## config.mk

```make
export PLATFORM = sky130hd
export DESIGN_NAME = pb_rect_fill
export DESIGN_NICKNAME = d
export VERILOG_FILES = /design/src/rtl/pb_rect_fill.sv
export SDC_FILE = /design/constraint.sdc
export NUM_CORES = 1
export LEC_CHECK = 0
export ABC_CLOCK_PERIOD_IN_PS = 5300
export BUFFER_PORTS_ARGS = -buffer_cell sky130_fd_sc_hd__buf_4
export CORE_UTILIZATION = 40
export DETAILED_ROUTE_END_ITERATION = 6
export HOLD_SLACK_MARGIN = 0.08
export PLACE_DENSITY = 0.58
export SKIP_CTS_REPAIR_TIMING = 1
export SYNTH_ARGS = -nofsm -noshare
export SYNTH_HDL_FRONTEND = slang
export SYNTH_SLANG_ARGS = --single-unit
```

## constraint.sdc

```tcl
create_clock -name VGA_CLK -period 5.3 [get_ports VGA_CLK]
set_clock_uncertainty 0.2 [all_clocks]
set_input_delay 0.795 -clock VGA_CLK [delete_from_list [all_inputs] [get_ports VGA_CLK]]
set_output_delay 0.795 -clock VGA_CLK [all_outputs]
set_load 0.05 [all_outputs]
```

## src/rtl/pb_rect_fill.sv

```systemverilog
// pb_rect_fill: fills a clamped rectangle of the 160x120 pixel buffer with one colour, one pixel per clock in raster order.
module pb_rect_fill #(
  parameter int H_RES  = 160,
  parameter int V_RES  = 120,
  parameter int ADDR_W = 15,
  parameter int DATA_W = 4
) (
  input  logic              VGA_CLK,
  input  logic              RESET_N,
  input  logic              START,
  input  logic [7:0]        X0,
  input  logic [7:0]        X1,
  input  logic [6:0]        Y0,
  input  logic [6:0]        Y1,
  input  logic [DATA_W-1:0] COLOUR,
  output logic [ADDR_W-1:0] PB_WA,
  output logic [DATA_W-1:0] PB_DATA,
  output logic              PB_WE,
  output logic              BUSY,
  output logic              DONE
);
  typedef enum logic [1:0] {IDLE, LOAD, FILL} state_t;
  state_t state;
  logic [7:0] x0_q, x1_q, xmin, xmax, x;
  logic [6:0] y0_q, y1_q, ymax, y;
  logic [DATA_W-1:0] colour_q;
  logic [ADDR_W-1:0] rowbase;
  logic [7:0] lx_min, lx_max, cx_max;
  logic [6:0] ly_min, ly_max, cy_max;
  logic empty;
  logic [ADDR_W-1:0] row0;
  always_comb begin
    lx_min = x0_q < x1_q ? x0_q : x1_q;
    lx_max = x0_q < x1_q ? x1_q : x0_q;
    ly_min = y0_q < y1_q ? y0_q : y1_q;
    ly_max = y0_q < y1_q ? y1_q : y0_q;
    cx_max = lx_max > 8'(H_RES - 1) ? 8'(H_RES - 1) : lx_max;
    cy_max = ly_max > 7'(V_RES - 1) ? 7'(V_RES - 1) : ly_max;
    empty  = lx_min > 8'(H_RES - 1) || ly_min > 7'(V_RES - 1);
    row0   = ADDR_W'(ly_min) * ADDR_W'(H_RES);
  end
  // Ending in IDLE with BUSY still set is what produces the DONE pulse, for both filled and empty rectangles.
  always_ff @(posedge VGA_CLK or negedge RESET_N) begin
    if (!RESET_N) begin
      state    <= IDLE;
      PB_WA    <= '0;
      PB_DATA  <= '0;
      PB_WE    <= 1'b0;
      BUSY     <= 1'b0;
      DONE     <= 1'b0;
      x0_q     <= '0;
      x1_q     <= '0;
      y0_q     <= '0;
      y1_q     <= '0;
      colour_q <= '0;
      xmin     <= '0;
      xmax     <= '0;
      ymax     <= '0;
      x        <= '0;
      y        <= '0;
      rowbase  <= '0;
    end else begin
      PB_WE <= 1'b0;
      DONE  <= 1'b0;
      case (state)
        IDLE: begin
          if (BUSY) begin
            BUSY <= 1'b0;
            DONE <= 1'b1;
          end else if (START) begin
            x0_q     <= X0;
            x1_q     <= X1;
            y0_q     <= Y0;
            y1_q     <= Y1;
            colour_q <= COLOUR;
            BUSY     <= 1'b1;
            state    <= LOAD;
          end
        end
        LOAD: begin
          xmin    <= lx_min;
          xmax    <= cx_max;
          ymax    <= cy_max;
          x       <= lx_min;
          y       <= ly_min;
          rowbase <= row0;
          state   <= empty ? IDLE : FILL;
        end
        FILL: begin
          PB_WA   <= rowbase + ADDR_W'(x);
          PB_DATA <= colour_q;
          PB_WE   <= 1'b1;
          if (x < xmax) x <= x + 8'd1;
          else if (y < ymax) begin
            x       <= xmin;
            y       <= y + 7'd1;
            rowbase <= rowbase + ADDR_W'(H_RES);
          end else state <= IDLE;
        end
        default: state <= IDLE;
      endcase
    end
  end
endmodule
```

==> summary.md <==
| Metric | Value |
|---|---|
| CP Max Fanout | 10 |
| Rel. slew slack | 0.270 |
| Reg2reg end | rowbase[14] |
| Full die area | about 16000 um^2 |
| Fmax | between 200 and 250 MHz |
| Critical path depth | 16 |
| Number of cells produced by synthesis | around 630 |
| Commonest cells post-synth | 106 x dfrtp_1, 84 x nand2_1, 50 x o21ai_0 |
| Least-Margin Pin Slew | 1.09 ns |
| Post-Syn Nets | 702 |
| Count of flip-flops with a built-in enable after synthesis | 0 |
| Hold crit path type | flip-flop to flip-flop |
| Die width | between 100 and 150 um |
| Core area | 14700 um^2 |
| Worst-skew pair later-pin latency | ~0.36 ns |
| Clk slew on worst S/H paths | ~0.070 ns |
| DRT antenna net count | 0 |
| DRT iter0 DRCs | about 290 |
| RSZ-0062 raised after global routing | no |
| TritonRoute pass-1 iters | 7 |
| Top cell by count, worst path | ha_1 |
| Final setup vio count | 0 |
| Placed wire-length estimate | approximately 10000 um |
| CP delay by family, top | compound AO/OA/AOI/OAI gates |
| Largest net degree at the start of global routing | 78 |
| Port Buffers | 58 |
| Fin Setup TNS | 0 ns |
| Congestion Overflow GR | 0 |
| Final nets | between 700 and 800 |
| H-tree depth | 3 |
| Cell variety after synth | 63 |
| Worst r2r path cells | 16 |
| Period utilisation layout | 0.787 |
| Cells taking the most area after synthesis | dfrtp_1 43%, ha_1 8.0%, nand2_1 5.2% |
| Area leader, netlist | dfrtp_1 |
| Number of global-route vias before repair | about 4700 |
| Num CTS Buffers | 9 |
| ANT cells | 0 |
| Antenna violations before repair | 0 |
| Hold Fails Final Rpt | 0 |
| Slew Viols, Final | 0 |
| Drt via density | 5.47 |
| Worst path cell trace | inv_1 > ha_1 > a21o_1 > a211o_1 > o22ai_4 > mux2i_1 > inv_1 > ha_1 > ha_1 > fa_1 > a21o_1 > a21oi_1 > nor2b_1 > o22ai_1 > o21a_1 > nor3_1 |
| Ys async rst share | 1.00 |
| Synthesis-stage register bit count | ~110 |
| Status | finished, violations left |
| Routability Congestion | 0.855 |
| Top-Level Pins | a little under 60 |
| Fraction of layout cells with a size suffix above 1 | 0.173 |
| CP endpoint | rowbase[14] |
| Synth top area share | 0.434 |
| First-pass GRT wire length | 24400 um |
| Sequential share of the synthesized area | 0.434 |
| Most common cell in the synthesized netlist | dfrtp_1 |
| Initial Utilization | 0.416 |
| Avg WL per Cell | about 17 um |
| CTS tree | built |
| Residual DRC | 5 |
| YS warnings | 0 |
| Vias post-DR | about 4700 |
| Slowest-stage cell, CP | dfrtp_1 |
| Final WL | 14300 um |
| Syn avg cell area | 9.79 um^2 |
| Reg2reg setup slack | 1.13 ns |
| Die Y | between 100 and 150 um |
| # rows | 44 |
| CP max stage delay | around 0.43 ns |
| Area of the mapped netlist | approximately 6100 um^2 |
| Max_cap viols | 0 |
| Layout area overhead | 14.1% |
| R2r startpoint | y1_q[4] |
| Fin crit period | ~4.2 ns |
| Startpoint Class | flip-flop |
| WS Path Type | flip-flop to flip-flop |
| Root buf cell | clkbuf_16 |
| WP data required | ~5.4 ns |
| Worst Path Buf+Inv | 2 |
| Failing checks | design-rule violations |
| Critical Path AT | around 4.2 ns |
| Tot GR Track Use | 0.195 |
| CP endpoint kind | flip-flop |
| Ys flop type | dfrtp_1 |
| Clock tree sinks | ~110 |
| Clk buf depth | 2 |
| Critical Path Source | y1_q[4] |
-- stage by stage --
step | cell area [um^2] | util | setup WS, ns | instances | hold slack, ns
4_1_cts | 6980 | 0.475 | 1.14 | 860 | 0.269
5_1_grt | 6980 | 0.475 | 0.881 | 860 | 0.286
6_report | 6980 | 0.475 | 1.13 | 860 | 0.269
2_1_floorplan | 6120 | - | 1.47 | 625 | 0.235
3_5_place_dp | 6700 | 0.456 | 1.19 | 844 | 0.260
3_3_place_gp | 6700 | 0.456 | 1.29 | 844 | 0.245
-- cell type report --
class | count | area, um^2
fillers | 1419 | 7720
well taps | 184 | 230
multi-input cells | 449 | 3180
clock inverters | 6 | 50.0
inverters | 42 | 158
flip-flops and latches | 106 | 2650
clock buffers | 10 | 229
repair buffers | 63 | 473
-- kinds of logic after synthesis --
family | count (synthesis) | share of synthesized area
buf+inv | 70 | 0.0464
compound gates | 156 | 0.181
mux | 50 | 0.0865
flops | 106 | 0.434
simple gates | 176 | 0.131
fa+ha+maj | 40 | 0.0831
xor+xnor | 27 | 0.0387
-- flip-flops by register name, indices dropped and copies added (netlist names) --
name,cells
state,2
PB_WE,1
x1_q,8
ymax,7
y0_q,7
BUSY,1
rowbase,10
DONE,1
xmin,8
PB_DATA,4
x0_q,8
PB_WA,15
colour_q,4
y1_q,7
y,7
x,8
xmax,8
-- per-layer routing --
metal | wire (um) | track usage | vias to the layer above | share of wire
met5 | 0 | 0 | - | 0
met4 | 292 | 0.0897 | 0 | 0.020
met3 | 611 | 0.0340 | 20 | 0.043
met2 | 6040 | 0.283 | 104 | 0.42
met1 | 7310 | 0.281 | 2268 | 0.51
li1 | - | - | 2316 | -
-- layout by cell type (no fill, tap or decap), drive strengths merged, types with 6 or more instances in the layout --
cell    count
o211ai      7
nand3      12
a311oi      6
mux2       23
mux2i      27
xnor2      18
dfrtp     106
nand4       9
a21o       10
a21oi      24
ha         39
o21ai      53
a31oi       6
nor2       44
inv        42
nor3       10
o21a        7
buf        63
xor2        9
nand2      85
clkbuf     10
a22oi       7
-- how the worst min path moves through the flow --
stage	depth (start not counted)	slack (ns)	endpoint	start
after CTS	2	0.27	PB_DATA[3]	colour_q[3]
after detailed placement	2	0.26	PB_DATA[3]	colour_q[3]
after floorplan	2	0.23	PB_DATA[0]	colour_q[0]
final	2	0.27	PB_DATA[3]	colour_q[3]
after global placement	2	0.24	PB_DATA[1]	colour_q[1]
after global routing	2	0.29	PB_DATA[1]	colour_q[1]
-- worst min-delay path: cells and delay by family, from the launching register on --
family           cells  cell delay (ns)
DFF                  1             0.34
and+or+nand+nor      2             0.10
Power is left out: the tool's default activity adds up to more than one toggle a clock period on the data nets, which glitch-free logic cannot reach.
